<file path="src/rtl/jtpopeye_obj_pkg.sv">
// Shared definitions for the Popeye object scan path.
//   state_t      : object scan sequencer states
//   obj_word_t   : 29-bit object word layout as presented on DO
//                  X[7:0], Y[15:8], id[22:16], hflip 23, pal[26:24], vflip 27, bank 28
//   OBJ_Y_EMPTY  : Y value marking an unused table entry (also used by the DMA writer)
package jtpopeye_obj_pkg;

    localparam int unsigned OBJ_DW = 29;

    typedef enum logic [2:0] {
        ST_IDLE,
        ST_FETCH,
        ST_LATCH,
        ST_PRESENT,
        ST_DONE
    } state_t;

    typedef struct packed {
        logic       bank;   // 28
        logic       vflip;  // 27
        logic [2:0] pal;    // 26:24
        logic       hflip;  // 23
        logic [6:0] id;     // 22:16
        logic [7:0] y;      // 15:8
        logic [7:0] x;      // 7:0
    } obj_word_t;

    localparam logic [7:0] OBJ_Y_EMPTY = 8'h00;

    function automatic logic obj_is_empty(input obj_word_t w);
        return w.y == OBJ_Y_EMPTY;
    endfunction

endpackage

</file>
<file path="src/rtl/jtpopeye_obj_scan_if.sv">
// Object scan bus: attribute RAM port plus the object word stream to jtpopeye_buf.
//   obj_addr  scanner -> RAM     {bank, entry}
//   obj_data  RAM -> scanner     synchronous read data, valid 1 clk after obj_addr
//   DO        scanner -> buffer  object word
//   ROHVS     scanner -> buffer  1 = slot invalid, no write
//   ROHVCK    scanner -> buffer  field flag
//   busy      scanner -> any     line scan in progress
// modport master: the scanner; modport slave: RAM/buffer side.
interface jtpopeye_obj_scan_if
    import jtpopeye_obj_pkg::*;
#(
    parameter int unsigned OBJ_AW = 6
);
    logic [OBJ_AW:0]   obj_addr;
    logic [OBJ_DW-1:0] obj_data;
    logic [OBJ_DW-1:0] DO;
    logic              ROHVS;
    logic              ROHVCK;
    logic              busy;

    modport master (
        output obj_addr, DO, ROHVS, ROHVCK, busy,
        input  obj_data
    );

    modport slave (
        input  obj_addr, DO, ROHVS, ROHVCK, busy,
        output obj_data
    );
endinterface

</file>
<file path="src/rtl/jtpopeye_obj_scan.sv">
// Per-line object table sequencer feeding jtpopeye_buf.
// At line start (H0_cen, HB=1, H=FF) it walks SLOTS entries of the selected
// attribute table bank and presents one object word per 2-pixel slot. DO/ROHVS
// update on odd-H H0_cen pulses and hold through the following even H.
// Ports:
//   clk, rst_n      clock, asynchronous active-low reset
//   H0_cen          one pulse per H count (>= 4 clk apart)
//   H, V            horizontal / vertical counters
//   HB              horizontal blank
//   obj_bank        table bank, sampled at line start
//   bus (master)    obj_addr/obj_data RAM port, DO/ROHVS/ROHVCK/busy outputs
// OBJ_AW must match the interface instance; SLOTS <= 2**OBJ_AW and SLOTS <= 128.
module jtpopeye_obj_scan
    import jtpopeye_obj_pkg::*;
#(
    parameter int unsigned OBJ_AW = 6,
    parameter int unsigned SLOTS  = 64
) (
    input  logic                       clk,
    input  logic                       rst_n,
    input  logic                       H0_cen,
    input  logic [7:0]                 H,
    input  logic [7:0]                 V,
    input  logic                       HB,
    input  logic                       obj_bank,
    jtpopeye_obj_scan_if.master        bus
);

    localparam logic [6:0] SLOT_LAST = 7'(SLOTS - 1);

    state_t            r_state;
    logic [6:0]        r_slot;
    logic              r_bank_l;
    logic              r_busy;
    logic [OBJ_AW:0]   r_addr;
    obj_word_t         r_nxt;
    logic              r_nxt_vld;
    logic              r_hb_l;
    logic [7:0]        r_v_l;
    logic              r_rohvck;
    logic [OBJ_DW-1:0] r_do;
    logic              r_rohvs;

    logic              w_line_start;
    logic              w_abort;
    logic              w_odd_cen;
    logic              w_present;
    logic              w_finish;
    logic [6:0]        w_slot_nxt;

    // Line start wins over an HB-rise abort on the same pulse: it restarts the scan.
    assign w_line_start = H0_cen & HB & (H == 8'hFF);
    assign w_abort      = H0_cen & HB & ~r_hb_l & r_busy & ~w_line_start;
    assign w_odd_cen    = H0_cen & H[0];
    assign w_present    = w_odd_cen & (r_state == ST_PRESENT) & ~w_line_start & ~w_abort;
    assign w_finish     = w_odd_cen & (r_state == ST_DONE)    & ~w_line_start & ~w_abort;
    assign w_slot_nxt   = r_slot + 7'd1;

    // Sequencer. obj_addr is loaded on entry to FETCH so the synchronous RAM
    // returns data in time for LATCH.
    always_ff @(posedge clk or negedge rst_n) begin
        if (!rst_n) begin
            r_state   <= ST_IDLE;
            r_slot    <= '0;
            r_bank_l  <= 1'b0;
            r_busy    <= 1'b0;
            r_addr    <= '0;
            r_nxt     <= '0;
            r_nxt_vld <= 1'b0;
            r_hb_l    <= 1'b0;
        end else begin
            if (H0_cen) r_hb_l <= HB;
            if (w_line_start) begin
                r_bank_l <= obj_bank;
                r_slot   <= '0;
                r_busy   <= 1'b1;
                r_addr   <= {obj_bank, {OBJ_AW{1'b0}}};
                r_state  <= ST_FETCH;
            end else if (w_abort) begin
                r_busy  <= 1'b0;
                r_state <= ST_IDLE;
            end else begin
                case (r_state)
                    ST_IDLE: ;
                    ST_FETCH: r_state <= ST_LATCH;
                    ST_LATCH: begin
                        r_nxt     <= obj_word_t'(bus.obj_data);
                        r_nxt_vld <= ~obj_is_empty(obj_word_t'(bus.obj_data));
                        r_state   <= ST_PRESENT;
                    end
                    ST_PRESENT: begin
                        if (w_present) begin
                            if (r_slot == SLOT_LAST) begin
                                r_state <= ST_DONE;
                            end else begin
                                r_slot  <= w_slot_nxt;
                                r_addr  <= {r_bank_l, OBJ_AW'(w_slot_nxt)};
                                r_state <= ST_FETCH;
                            end
                        end
                    end
                    ST_DONE: begin
                        if (w_finish) begin
                            r_busy  <= 1'b0;
                            r_state <= ST_IDLE;
                        end
                    end
                    default: r_state <= ST_IDLE;
                endcase
            end
        end
    end

    // Field flag: toggles when V wraps FF -> 00, independent of the scan.
    always_ff @(posedge clk or negedge rst_n) begin
        if (!rst_n) begin
            r_v_l    <= '0;
            r_rohvck <= 1'b0;
        end else if (H0_cen) begin
            r_v_l <= V;
            if (V == 8'h00 && r_v_l == 8'hFF) r_rohvck <= ~r_rohvck;
        end
    end

    // Output word register. DO is held when a slot is invalidated.
    always_ff @(posedge clk or negedge rst_n) begin
        if (!rst_n) begin
            r_do    <= '0;
            r_rohvs <= 1'b1;
        end else if (w_line_start | w_abort | w_finish) begin
            r_rohvs <= 1'b1;
        end else if (w_present) begin
            r_do    <= r_nxt;
            r_rohvs <= ~r_nxt_vld;
        end
    end

    assign bus.obj_addr = r_addr;
    assign bus.DO       = r_do;
    assign bus.ROHVS    = r_rohvs;
    assign bus.ROHVCK   = r_rohvck;
    assign bus.busy     = r_busy;

endmodule

</file>
<file path="src/flat_wrapper.sv">
// flat-port wrapper written by rule: the top's interface ports become plain ports
module jtpopeye_obj_scan_flat import jtpopeye_obj_pkg::*;
#(
    parameter int unsigned OBJ_AW = 6,
    parameter int unsigned SLOTS  = 64
)
  (clk, rst_n, H0_cen, H, V, HB, obj_bank, bus_obj_addr, bus_DO, bus_ROHVS, bus_ROHVCK, bus_busy, bus_obj_data);
  jtpopeye_obj_scan_if #(.OBJ_AW(OBJ_AW)) bus_i ();
  input  logic clk;
  input  logic rst_n;
  input  logic H0_cen;
  input  logic [7:0] H;
  input  logic [7:0] V;
  input  logic HB;
  input  logic obj_bank;
  output wire logic [$bits(bus_i.obj_addr)-1:0] bus_obj_addr;
  output wire logic [$bits(bus_i.DO)-1:0] bus_DO;
  output wire logic [$bits(bus_i.ROHVS)-1:0] bus_ROHVS;
  output wire logic [$bits(bus_i.ROHVCK)-1:0] bus_ROHVCK;
  output wire logic [$bits(bus_i.busy)-1:0] bus_busy;
  input wire logic [$bits(bus_i.obj_data)-1:0] bus_obj_data;
  assign bus_obj_addr = bus_i.obj_addr;
  assign bus_DO = bus_i.DO;
  assign bus_ROHVS = bus_i.ROHVS;
  assign bus_ROHVCK = bus_i.ROHVCK;
  assign bus_busy = bus_i.busy;
  assign bus_i.obj_data = bus_obj_data;
  jtpopeye_obj_scan #(.OBJ_AW(OBJ_AW), .SLOTS(SLOTS)) u_core (.clk(clk), .rst_n(rst_n), .H0_cen(H0_cen), .H(H), .V(V), .HB(HB), .obj_bank(obj_bank), .bus(bus_i));
endmodule
</file>
<file path="config.mk">
export PLATFORM = sky130hd
export DESIGN_NAME = jtpopeye_obj_scan_flat
export DESIGN_NICKNAME = d
export VERILOG_FILES = /design/src/rtl/jtpopeye_obj_pkg.sv /design/src/rtl/jtpopeye_obj_scan_if.sv /design/src/rtl/jtpopeye_obj_scan.sv /design/src/flat_wrapper.sv
export SDC_FILE = /design/constraint.sdc
export NUM_CORES = 1
export LEC_CHECK = 0
export BUFFER_PORTS_ARGS = -buffer_cell sky130_fd_sc_hd__buf_2
export CORE_MARGIN = 2
export CORE_UTILIZATION = 44
export DETAILED_ROUTE_END_ITERATION = 10
export GPL_TIMING_DRIVEN = 1
export PLACE_DENSITY = 0.68
export SETUP_SLACK_MARGIN = 0.2
export SLEW_MARGIN = 15
export SYNTH_ARGS = -nofsm -noshare
export SYNTH_HDL_FRONTEND = slang
export SYNTH_SLANG_ARGS = --single-unit
</file>
<file path="constraint.sdc">
create_clock -name clk -period 2.14 [get_ports clk]
set_input_delay 0.214 -clock clk [delete_from_list [all_inputs] [get_ports clk]]
set_output_delay 0.214 -clock clk [all_outputs]
set_load 0.05 [all_outputs]
</file>
==> results of run 1 <==
state kept, by name (all words and copies together) (netlist names):
name                 cells
u_core.bus.busy          1
u_core.r_nxt            29
u_core.r_bank_l          1
u_core.r_slot            1
u_core.bus.DO           29
u_core.r_v_l             8
u_core.r_hb_l            1
u_core.bus.ROHVS         1
u_core.bus.ROHVCK        1
u_core.r_state           3
u_core.bus.obj_addr      7
u_core.r_nxt_vld         1
per-layer routing:
| metal | GRT usage | share of wire | vias to the layer above |
|---|---|---|---|
| met5 | 0 | 0 | - |
| met4 | 0.05797 | 0.016 | 0 |
| met3 | 0.04334 | 0.064 | 9 |
| met2 | 0.2381 | 0.43 | 67 |
| met1 | 0.2280 | 0.49 | 1091 |
| li1 | - | - | 1055 |
path summary, 6_finish.rpt:
kind,start,endpoint,slack (ns),cells after the start
worst max-delay path,u_core.r_state[2]$_DFFE_PN0P_,u_core.r_nxt[28]$_DFFE_PN0P_,0.31,5
worst min-delay path,obj_bank,u_core.r_bank_l$_DFFE_PN0N_,0.09,3
worst max register to register,u_core.r_state[2]$_DFFE_PN0P_,u_core.r_nxt[28]$_DFFE_PN0P_,0.31,5
worst min register to register,u_core.bus.ROHVCK$_DFFE_PN0P_,u_core.bus.ROHVCK$_DFFE_PN0P_,0.48,1
max in group asynchronous,rst_n,u_core.bus.ROHVS$_DFFE_PN1P_,1.09,3
min in group asynchronous,rst_n,u_core.r_nxt[18]$_DFFE_PN0P_,0.37,2
synth_stat cells (4+ instances only):
cell type / count / share of area
mux2_4: 30 / 0.13
nand2_1: 13 / 0.014
nand4_1: 7 / 0.012
o21ai_0: 4 / 0.0056
nor3_1: 4 / 0.0056
mux2_1: 28 / 0.089
dfrtp_1: 82 / 0.58
a21oi_1: 6 / 0.0085
nor2_1: 5 / 0.0053
mux2_2: 10 / 0.032
buf_4: 9 / 0.019
cells in the final DEF, fill, tap and decap left out, types with 5 or more instances in the layout:
cell and instances:
mux2_2 10, mux2_4 30, mux2_1 28, buf_2 87, a21oi_1 6, nand2_1 13
dfrtp_1 82, nor2_1 5, clkbuf_8 9, nand4_1 7
cell families (layout without fill, tap and decap cells):
logic type      Yosys count  after routing  synth area share
flops                    83             83            0.5857
mux                      71             71            0.2560
simple gates             54             54           0.09062
compound gates           17             17           0.02997
buf+inv                  15            113           0.03173
fa+ha+maj                 1              1          0.003526
xor+xnor                  1              1          0.002469
power by group through the flow:
stage / Combinational [uW] / Sequential [uW] / Clock [uW]
final: 2530 / 2540 / 1080
after global routing: 2670 / 2630 / 1190
after CTS: 2560 / 2550 / 1110
after detailed placement: 2550 / 2570 / 0
after global placement: 2500 / 2540 / 0
after floorplan: 1030 / 3490 / 0
stage by stage:
| stage | power (uW) | util | hold WS, ns |
|---|---|---|---|
| 2_1_floorplan | 4524 | - | -0.08159 |
| 3_3_place_gp | 5044 | 0.5301 | 0.2128 |
| 3_5_place_dp | 5125 | 0.5301 | 0.2098 |
| 4_1_cts | 6218 | 0.5554 | 0.07479 |
| 5_1_grt | 6483 | 0.5554 | 0.07812 |
| 6_report | 6150 | 0.5554 | 0.08754 |
worst reg2reg max path: stages (launching register included):
cell and delay [ns]:
dfrtp_1 0.42, and2b_1 0.25, nand2_1 0.08, or3_4 0.46, buf_12 0.21, mux2_4 0.30
layout make-up:
| class | count | share of cell area |
|---|---|---|
| tap | 102 | 0.02958 |
| timing repair buffer | 96 | 0.1288 |
| clock buffer | 12 | 0.03132 |
| multi-input combinational | 144 | 0.3158 |
| clock inverter | 4 | 0.01189 |
| sequential | 83 | 0.4817 |
| inverter | 1 | 0.0008701 |
==> impl_metrics.env, run 1 <==
export IMPL_gr_total_overflow=0
export IMPL_rsz0062_at_grt="false"
export IMPL_fmax_mhz=547.2
export IMPL_crit_path_start_kind="flop"
export IMPL_synth_area_per_cell_um2=14.66
export IMPL_setup_ws_ns=0.3125
export IMPL_hpwl_mm=4.842
export IMPL_die_h_um=93.80
export IMPL_io_pins=89
export IMPL_p_per_area_nw_per_um2=1426
export IMPL_multiInputGateArea_um2=1363
export IMPL_start_util=0.4568
export IMPL_finClkSkew_ns=0.01003
export IMPL_post_route_min_period_ns=1.827
export IMPL_crit_required_ns=2.37
export IMPL_fill_cells=674
export IMPL_hold_buffers=1
export IMPL_cp_max_fo=12
export IMPL_worst_pin_slew_ns=0.4820
export IMPL_critical_path_class="flop to flop"
export IMPL_cts_tree="yes"
export IMPL_cts_sinks=83
export IMPL_synthFlopType="dfrtp_1"
export IMPL_setup_tns_ns=0
export IMPL_clock_latency_ns=0.34
export IMPL_max_cap_violations=0
export IMPL_crit_family="simple AND/OR/NAND/NOR gates"
export IMPL_report_final_slew_viol_count=0
export IMPL_post_cts_resized_instances=0
export IMPL_status="complete, no violations"
export IMPL_synthDistinctLibCells=40
export IMPL_pwr_share_comb=0.411
export IMPL_drt_initial_drc_count=59
export IMPL_postCtsSetupBuffers=0
export IMPL_hold_path_class="primary input to flop"
export IMPL_grt_max_degree=39
export IMPL_path_cells="and2b_1, nand2_1, or3_4, buf_12, mux2_4"
export IMPL_nNetsFinal=386
export IMPL_final_area_um2=4314
export IMPL_timing_hold_violations_final=0
export IMPL_drtAntennaViolNets=0
export IMPL_area_growth_pct=21.58
export IMPL_postPlaceCellArea_um2=4118
export IMPL_critPathMaxStageDelay_ns=0.46
export IMPL_place_ws_ns=0.2741
export IMPL_clk_pin_slew_ns=0.08
export IMPL_cts_root_buf="clkbuf_8"
export IMPL_wl_mm=6.678
export IMPL_ir_worst_vdd_mv=0.5442
export IMPL_pwr_share_clk=0.175
export IMPL_yosysWarnings=0
export IMPL_seqPwrFrac=0.414
export IMPL_crit_slowest_cell="or3_4"
export IMPL_cts_buffer_depth=2
export IMPL_netlist_area_um2=3548
export IMPL_diodes=0
export IMPL_stdcell_count=442
export IMPL_endpoint_kind="flop"
export IMPL_setup_viol=0
export IMPL_drc=0
export IMPL_cp_data_arrival_time_ns=2.05
export IMPL_synth_edff_count=0
export IMPL_rows=32
export IMPL_slew_limit_headroom=0.6787
export IMPL_viasPerCell=5.027
export IMPL_grt_pass1_wl_mm=11.03
export IMPL_antenna_found_initial=0
export IMPL_cp_num_buf_inv=1
export IMPL_dp_cells=425
export IMPL_ys_ff_latch=83
export IMPL_switchingPower_uw=2509
export IMPL_dr_total_vias=2222
export IMPL_first_global_vias=2256
export IMPL_die_x_um=93.80
export IMPL_coreArea_um2=7767
export IMPL_cts_htree_levels=3
export IMPL_fp_dieArea_um2=8798
export IMPL_cts_made_buffers=9
export IMPL_portBuffers=88
export IMPL_first_pass_iters=4
export IMPL_grt_use_total=0.1609
export IMPL_gp_congestion=0.7674
export IMPL_p_leak_uw=0.002091
export IMPL_yosysSeqAreaShare=0.5857
export IMPL_p_int_uw=3641
export IMPL_period_share=0.8540
export IMPL_wl_per_cell_um=15.11
export IMPL_synthArstFlopShare=1.000
export IMPL_seqCellArea_um2=2078
export IMPL_swShare=0.4080
export IMPL_drive_above_1_share=0.4618
export IMPL_syn_nets=293
export IMPL_syn_inst=242
Note: power is estimated with default switching activity, not from simulation.
==> run 2, diff against run 1 <==
--- a/config.mk
+++ b/config.mk
@@ -9,7 +9,7 @@
 export CORE_MARGIN = 2
 export CORE_UTILIZATION = 44
 export DETAILED_ROUTE_END_ITERATION = 10
-export GPL_TIMING_DRIVEN = 1
+export GPL_TIMING_DRIVEN = 0
 export PLACE_DENSITY = 0.68
 export SETUP_SLACK_MARGIN = 0.2
 export SLEW_MARGIN = 15
==> run 2 against run 1 <==
Effect of this change:
- first-iteration DRC count decreased by 31%
- cell count is 1.8% higher
- critical path depth unchanged
- clock power is essentially flat
- sequential power about the same
- final area grew 0.78%
- power up 0.40%
- clock skew shrank 0.0016 ns
- largest cell class unchanged
==> impl_metrics.env, run 2 (synthesized netlist as in run 1, its figures left out) <==
export IMPL_critPathMaxStageDelay_ns=0.43
export IMPL_status="complete, no violations"
export IMPL_gp_congestion=0.7590
export IMPL_worstHoldEndpoint="u_core.r_bank_l$_DFFE_PN0N_"
export IMPL_finClkSkew_ns=0.008393
export IMPL_grt_use_total=0.1659
export IMPL_p_per_area_nw_per_um2=1420
export IMPL_layout_common_cells="buf_2 (87), dfrtp_1 (82), mux2_4 (30), mux2_1 (28), nand2_1 (13)"
export IMPL_multiInputGateArea_um2=1363
export IMPL_dp_cells=433
export IMPL_postCtsSetupBuffers=0
export IMPL_cts_root_buf="clkbuf_8"
export IMPL_drc=0
export IMPL_critical_path_class="flop to flop"
export IMPL_first_global_vias=2324
export IMPL_stdcell_count=450
export IMPL_cp_num_buf_inv=1
export IMPL_post_route_util=0.5598
export IMPL_path_cells="and2b_1, nand3_2, nor2_4, buf_4, mux2_1"
export IMPL_endpoint_kind="flop"
export IMPL_hpwl_mm=4.731
export IMPL_setup_tns_ns=0
export IMPL_gr_total_overflow=0
export IMPL_slew_limit_headroom=0.6486
export IMPL_r2r_cells=5
export IMPL_portBuffers=88
export IMPL_r2r_end="u_core.bus.DO[27]$_DFFE_PN0P_"
export IMPL_seqCellArea_um2=2078
export IMPL_cts_sinks=83
export IMPL_final_area_um2=4348
export IMPL_nNetsFinal=394
export IMPL_post_route_min_period_ns=1.783
export IMPL_io_pins=89
export IMPL_hold_path_class="primary input to flop"
export IMPL_grt_max_degree=49
export IMPL_die_x_um=93.80
export IMPL_grt_pass1_wl_mm=11.31
export IMPL_drive_above_1_share=0.4684
export IMPL_start_util=0.4568
export IMPL_max_cap_violations=0
export IMPL_cts_tree="yes"
export IMPL_drt_initial_drc_count=41
export IMPL_crit_required_ns=2.36
export IMPL_dr_total_vias=2247
export IMPL_rows=32
export IMPL_diodes=0
export IMPL_worst_pin_slew_ns=0.5252
export IMPL_crit_path_start_kind="flop"
export IMPL_die_h_um=93.80
export IMPL_timing_hold_violations_final=0
export IMPL_p_leak_uw=0.002116
export IMPL_antenna_found_initial=0
export IMPL_rsz0062_at_grt="false"
export IMPL_cp_data_arrival_time_ns=2.01
export IMPL_setup_viol=0
export IMPL_fmax_mhz=560.8
export IMPL_coreArea_um2=7767
export IMPL_period_share=0.8332
export IMPL_holdCritStartpoint="obj_bank"
export IMPL_cp_max_fo=10
export IMPL_min_path_cells=3
export IMPL_crit_slowest_cell="dfrtp_1"
export IMPL_rrSetupSlack_ns=0.36
export IMPL_layout_commonest_cell="buf_2"
export IMPL_first_pass_iters=4
export IMPL_reg2reg_from="u_core.r_state[2]$_DFFE_PN0P_"
export IMPL_clk_pin_slew_ns=0.08
export IMPL_viasPerCell=4.993
export IMPL_fill_cells=679
export IMPL_cts_htree_levels=3
export IMPL_ir_worst_vdd_mv=0.5579
export IMPL_wl_mm=6.683
export IMPL_clock_latency_ns=0.34
export IMPL_wl_per_cell_um=14.85
export IMPL_fp_dieArea_um2=8798
export IMPL_area_growth_pct=22.53
export IMPL_postPlaceCellArea_um2=4146
export IMPL_drtAntennaViolNets=0
export IMPL_cts_buffer_depth=2
export IMPL_cts_made_buffers=9
export IMPL_report_final_slew_viol_count=0
export IMPL_crit_family="simple AND/OR/NAND/NOR gates"
==> run 2: cell types whose count changed in the layout (fill, tap and decap cells not counted) <==
cell	delta
buf_12	-4
buf_6	+3
buf_16	+1
buf_4	+6
clkbuf_1	+2
==> run 2: stage by stage <==
stage	hold WS, ns	total power, uW	setup slack (ns)
after global routing	0.07397	6518	0.2255
after global placement	0.4295	5077	0.2048
after floorplan	-0.08159	4524	0.3435
final	0.09373	6175	0.3570
after detailed placement	0.2058	5154	0.2978
after CTS	0.07700	6246	0.2896
==> run 2: how the worst max path moves through the flow <==
stage | slack [ns] | cells past startpoint | from | to
floorplan | 0.34 | 5 | u_core.bus.busy$_DFFE_PN0P_ | u_core.r_nxt[0]$_DFFE_PN0P_
global placement | 0.20 | 1 | rst_n | u_core.bus.obj_addr[1]$_DFFE_PN0P_
detailed placement | 0.30 | 5 | u_core.r_state[2]$_DFFE_PN0P_ | u_core.bus.DO[27]$_DFFE_PN0P_
CTS | 0.29 | 5 | u_core.r_state[2]$_DFFE_PN0P_ | u_core.bus.DO[27]$_DFFE_PN0P_
global route | 0.23 | 5 | u_core.r_state[2]$_DFFE_PN0P_ | u_core.bus.DO[27]$_DFFE_PN0P_
finish | 0.36 | 5 | u_core.r_state[2]$_DFFE_PN0P_ | u_core.bus.DO[27]$_DFFE_PN0P_
==> run 2: layout make-up <==
| cell class | instances | share of cell area |
|---|---|---|
| Buffer | 14 | 0.02504 |
| Clock buffer | 12 | 0.03108 |
| Clock inverter | 4 | 0.01180 |
| Inverter | 1 | 0.0008633 |
| Multi-Input combinational cell | 144 | 0.3134 |
| Sequential cell | 83 | 0.4780 |
| Tap cell | 102 | 0.02935 |
| Timing Repair Buffer | 90 | 0.1105 |
==> run 2: tightest hold or removal path, stage by stage <==
cell and delay [ns]:
buf_2 0.09, nand2_1 0.05, nand2_1 0.05
==> run 2: metal layers <==
layer	routed length [um]	up-vias	part of all wire	global-route usage
li1	-	1071	-	-
met1	3300	1099	0.49	0.2418
met2	2891	68	0.43	0.2369
met3	399	9	0.060	0.04334
met4	91	0	0.014	0.06401
met5	0	-	0	0
==> run 2: timing repair <==
action                     4_1_cts  5_1_grt
resized for setup                0        1
hold buffers                     1        0
hold endpoints to repair        35        0
setup endpoints to repair        0        8
==> run 2: where the power goes <==
part / switching (uW) / total (uW) / internal, uW
clock: 534 / 1080 / 541
sequential: 337 / 2530 / 2190
combinational: 1630 / 2570 / 944
==> run 3, diff against run 2 <==
==> constraint.sdc (replaced) <==
create_clock -name clk -period 1.8 [get_ports clk]
set_input_delay 0.18 -clock clk [delete_from_list [all_inputs] [get_ports clk]]
set_output_delay 0.18 -clock clk [all_outputs]
set_load 0.05 [all_outputs]
==> run 3 against run 2 <==
Effect of this change:
- sequential share of layout area is 3.1 points lower
- via count is 5.3% higher
- flip-flop and latch count stayed put
- non-clock buffer count is 13 higher
- clock power is 29% higher
- hold slack worse by 0.060 ns
- fmax is 5.8% higher
- cell count is 2.9% higher
- global-route usage is 0.12 points lower
- setup slack worse by 0.24 ns
- final area is 7.0% higher
- sequential power is 19% higher
==> impl_metrics.env, run 3 (synthesized netlist as in run 1, its figures left out) <==
export IMPL_switchingPower_uw=3102
export IMPL_use_met2=0.2560
export IMPL_layout_common_cells="buf_2 (87), dfrtp_1 (80), mux2_4 (48), buf_4 (15), nand2_1 (12)"
export IMPL_gr_total_overflow=0
export IMPL_seqPwrFrac=0.387
export IMPL_cts_buffer_depth=2
export IMPL_swShare=0.3980
export IMPL_fp_dieArea_um2=8798
export IMPL_p_int_uw=4692
export IMPL_pwr_share_comb=0.435
export IMPL_start_util=0.4568
export IMPL_timing_hold_violations_final=0
export IMPL_cts_tree="yes"
export IMPL_place_ws_ns=-0.02842
export IMPL_nNetsFinal=407
export IMPL_cts_root_buf="clkbuf_8"
export IMPL_critical_path_class="flop to flop"
export IMPL_postPlaceCellArea_um2=4163
export IMPL_rsz0062_at_grt="true"
export IMPL_grt_busiest_layer="met2"
export IMPL_setup_ws_ns=0.1144
export IMPL_drive_above_1_share=0.5623
export IMPL_post_route_min_period_ns=1.686
export IMPL_drtAntennaViolNets=0
export IMPL_setup_viol=0
export IMPL_cp_data_arrival_time_ns=1.92
export IMPL_setup_tns_ns=0
export IMPL_status="complete, no violations"
export IMPL_crit_path_start_kind="flop"
export IMPL_cts_htree_levels=3
export IMPL_clock_latency_ns=0.35
export IMPL_report_final_slew_viol_count=0
export IMPL_period_share=0.9365
export IMPL_finClkSkew_ns=0.007677
export IMPL_ir_worst_vdd_mv=0.6814
export IMPL_antenna_found_initial=0
export IMPL_viasPerCell=5.108
export IMPL_total_power_uw=7795
export IMPL_cp_max_fo=10
export IMPL_p_leak_uw=0.002272
export IMPL_dp_cells=433
export IMPL_grt_use_total=0.1647
export IMPL_slew_limit_headroom=0.6541
export IMPL_fmax_mhz=593.2
export IMPL_pwr_share_clk=0.178
export IMPL_worst_pin_slew_ns=0.5189
export IMPL_wl_mm=7.035
export IMPL_rows=32
export IMPL_final_area_um2=4653
export IMPL_die_h_um=93.80
export IMPL_io_pins=89
export IMPL_dr_total_vias=2365
export IMPL_die_x_um=93.80
export IMPL_gr_usage_met3=0.05056
export IMPL_rrSetupSlack_ns=0.11
export IMPL_diodes=0
export IMPL_p_per_area_nw_per_um2=1675
export IMPL_first_pass_iters=4
export IMPL_grt_util_met1=0.2220
export IMPL_gp_congestion=0.7636
export IMPL_stdcell_count=463
export IMPL_hold_path_class="primary input to flop"
export IMPL_portBuffers=88
export IMPL_hpwl_mm=4.678
export IMPL_layout_commonest_cell="buf_2"
export IMPL_clk_pin_slew_ns=0.09
export IMPL_area_growth_pct=31.14
export IMPL_cts_sinks=83
export IMPL_drc=0
export IMPL_cts_made_buffers=9
export IMPL_coreArea_um2=7767
export IMPL_first_global_vias=2296
export IMPL_endpoint_kind="flop"
export IMPL_wl_per_cell_um=15.19
export IMPL_grt_pass1_wl_mm=11.23
export IMPL_drt_initial_drc_count=61
export IMPL_grt_max_degree=49
export IMPL_max_cap_violations=0
export IMPL_crit_required_ns=2.03
==> run 3: timing repair <==
action | CTS | global route
pin swaps | 2 | 4
setup endpoints to repair | 61 | 60
resized for setup | 11 | 26
buffers inserted | 4 | 7
hold buffers | 1 | 0
hold endpoints to repair | 35 | 0
gates cloned | 0 | 2
==> run 3: final timing paths <==
| kind | from | to | depth (start not counted) |
|---|---|---|---|
| max | u_core.r_state[2]$_DFFE_PN0P_ | u_core.r_nxt[8]$_DFFE_PN0P_ | 5 |
| max in group asynchronous | rst_n | u_core.bus.ROHVS$_DFFE_PN1P_ | 3 |
| min reg2reg | u_core.r_bank_l$_DFFE_PN0N_ | u_core.r_bank_l$_DFFE_PN0N_ | 2 |
| min | obj_bank | u_core.r_bank_l$_DFFE_PN0N_ | 3 |
| max reg2reg | u_core.r_state[2]$_DFFE_PN0P_ | u_core.r_nxt[8]$_DFFE_PN0P_ | 5 |
| min in group asynchronous | rst_n | u_core.bus.DO[17]$_DFFE_PN0P_ | 2 |
==> run 3: power groups by stage <==
stage,clock [uW],sequential [uW],combinational (uW)
after detailed placement,0,3040,3090
after global routing,1510,3120,3590
final,1390,3020,3390
after CTS,1440,2990,3180
after global placement,0,2990,3050
after floorplan,0,4150,1240
==> run 3: final cells by class <==
cell class                 count  area (um2)
timing repair buffer         103       624.3
clock inverter                 6       72.57
tap                          102       127.6
fill                         645        3114
inverter                       1       3.754
clock buffer                  10       137.6
buffer                        14       143.9
sequential                    83        2081
multi-input combinational    144        1463
==> run 3: metrics by stage <==
step / hold WS, ns / util
6_report: 0.03419 / 0.5991
5_1_grt: 0.03971 / 0.5991
4_1_cts: 0.01815 / 0.5738
3_5_place_dp: 0.1721 / 0.5359
3_3_place_gp: 0.3957 / 0.5321
2_1_floorplan: -0.1156 / -
==> run 3: critical path: stages (launching register included) <==
cell     delay (ns)
dfrtp_1        0.38
and2b_2        0.26
nand2_2        0.07
or3_4          0.37
buf_8          0.18
mux2_4         0.30
==> run 3: metal layers <==
layer / routed length, um / part of all wire / up-vias
met4: 72 / 0.010 / 0
met5: 0 / 0 / -
li1: - / - / 1096
met2: 3119 / 0.44 / 85
met3: 528 / 0.075 / 7
met1: 3315 / 0.47 / 1177
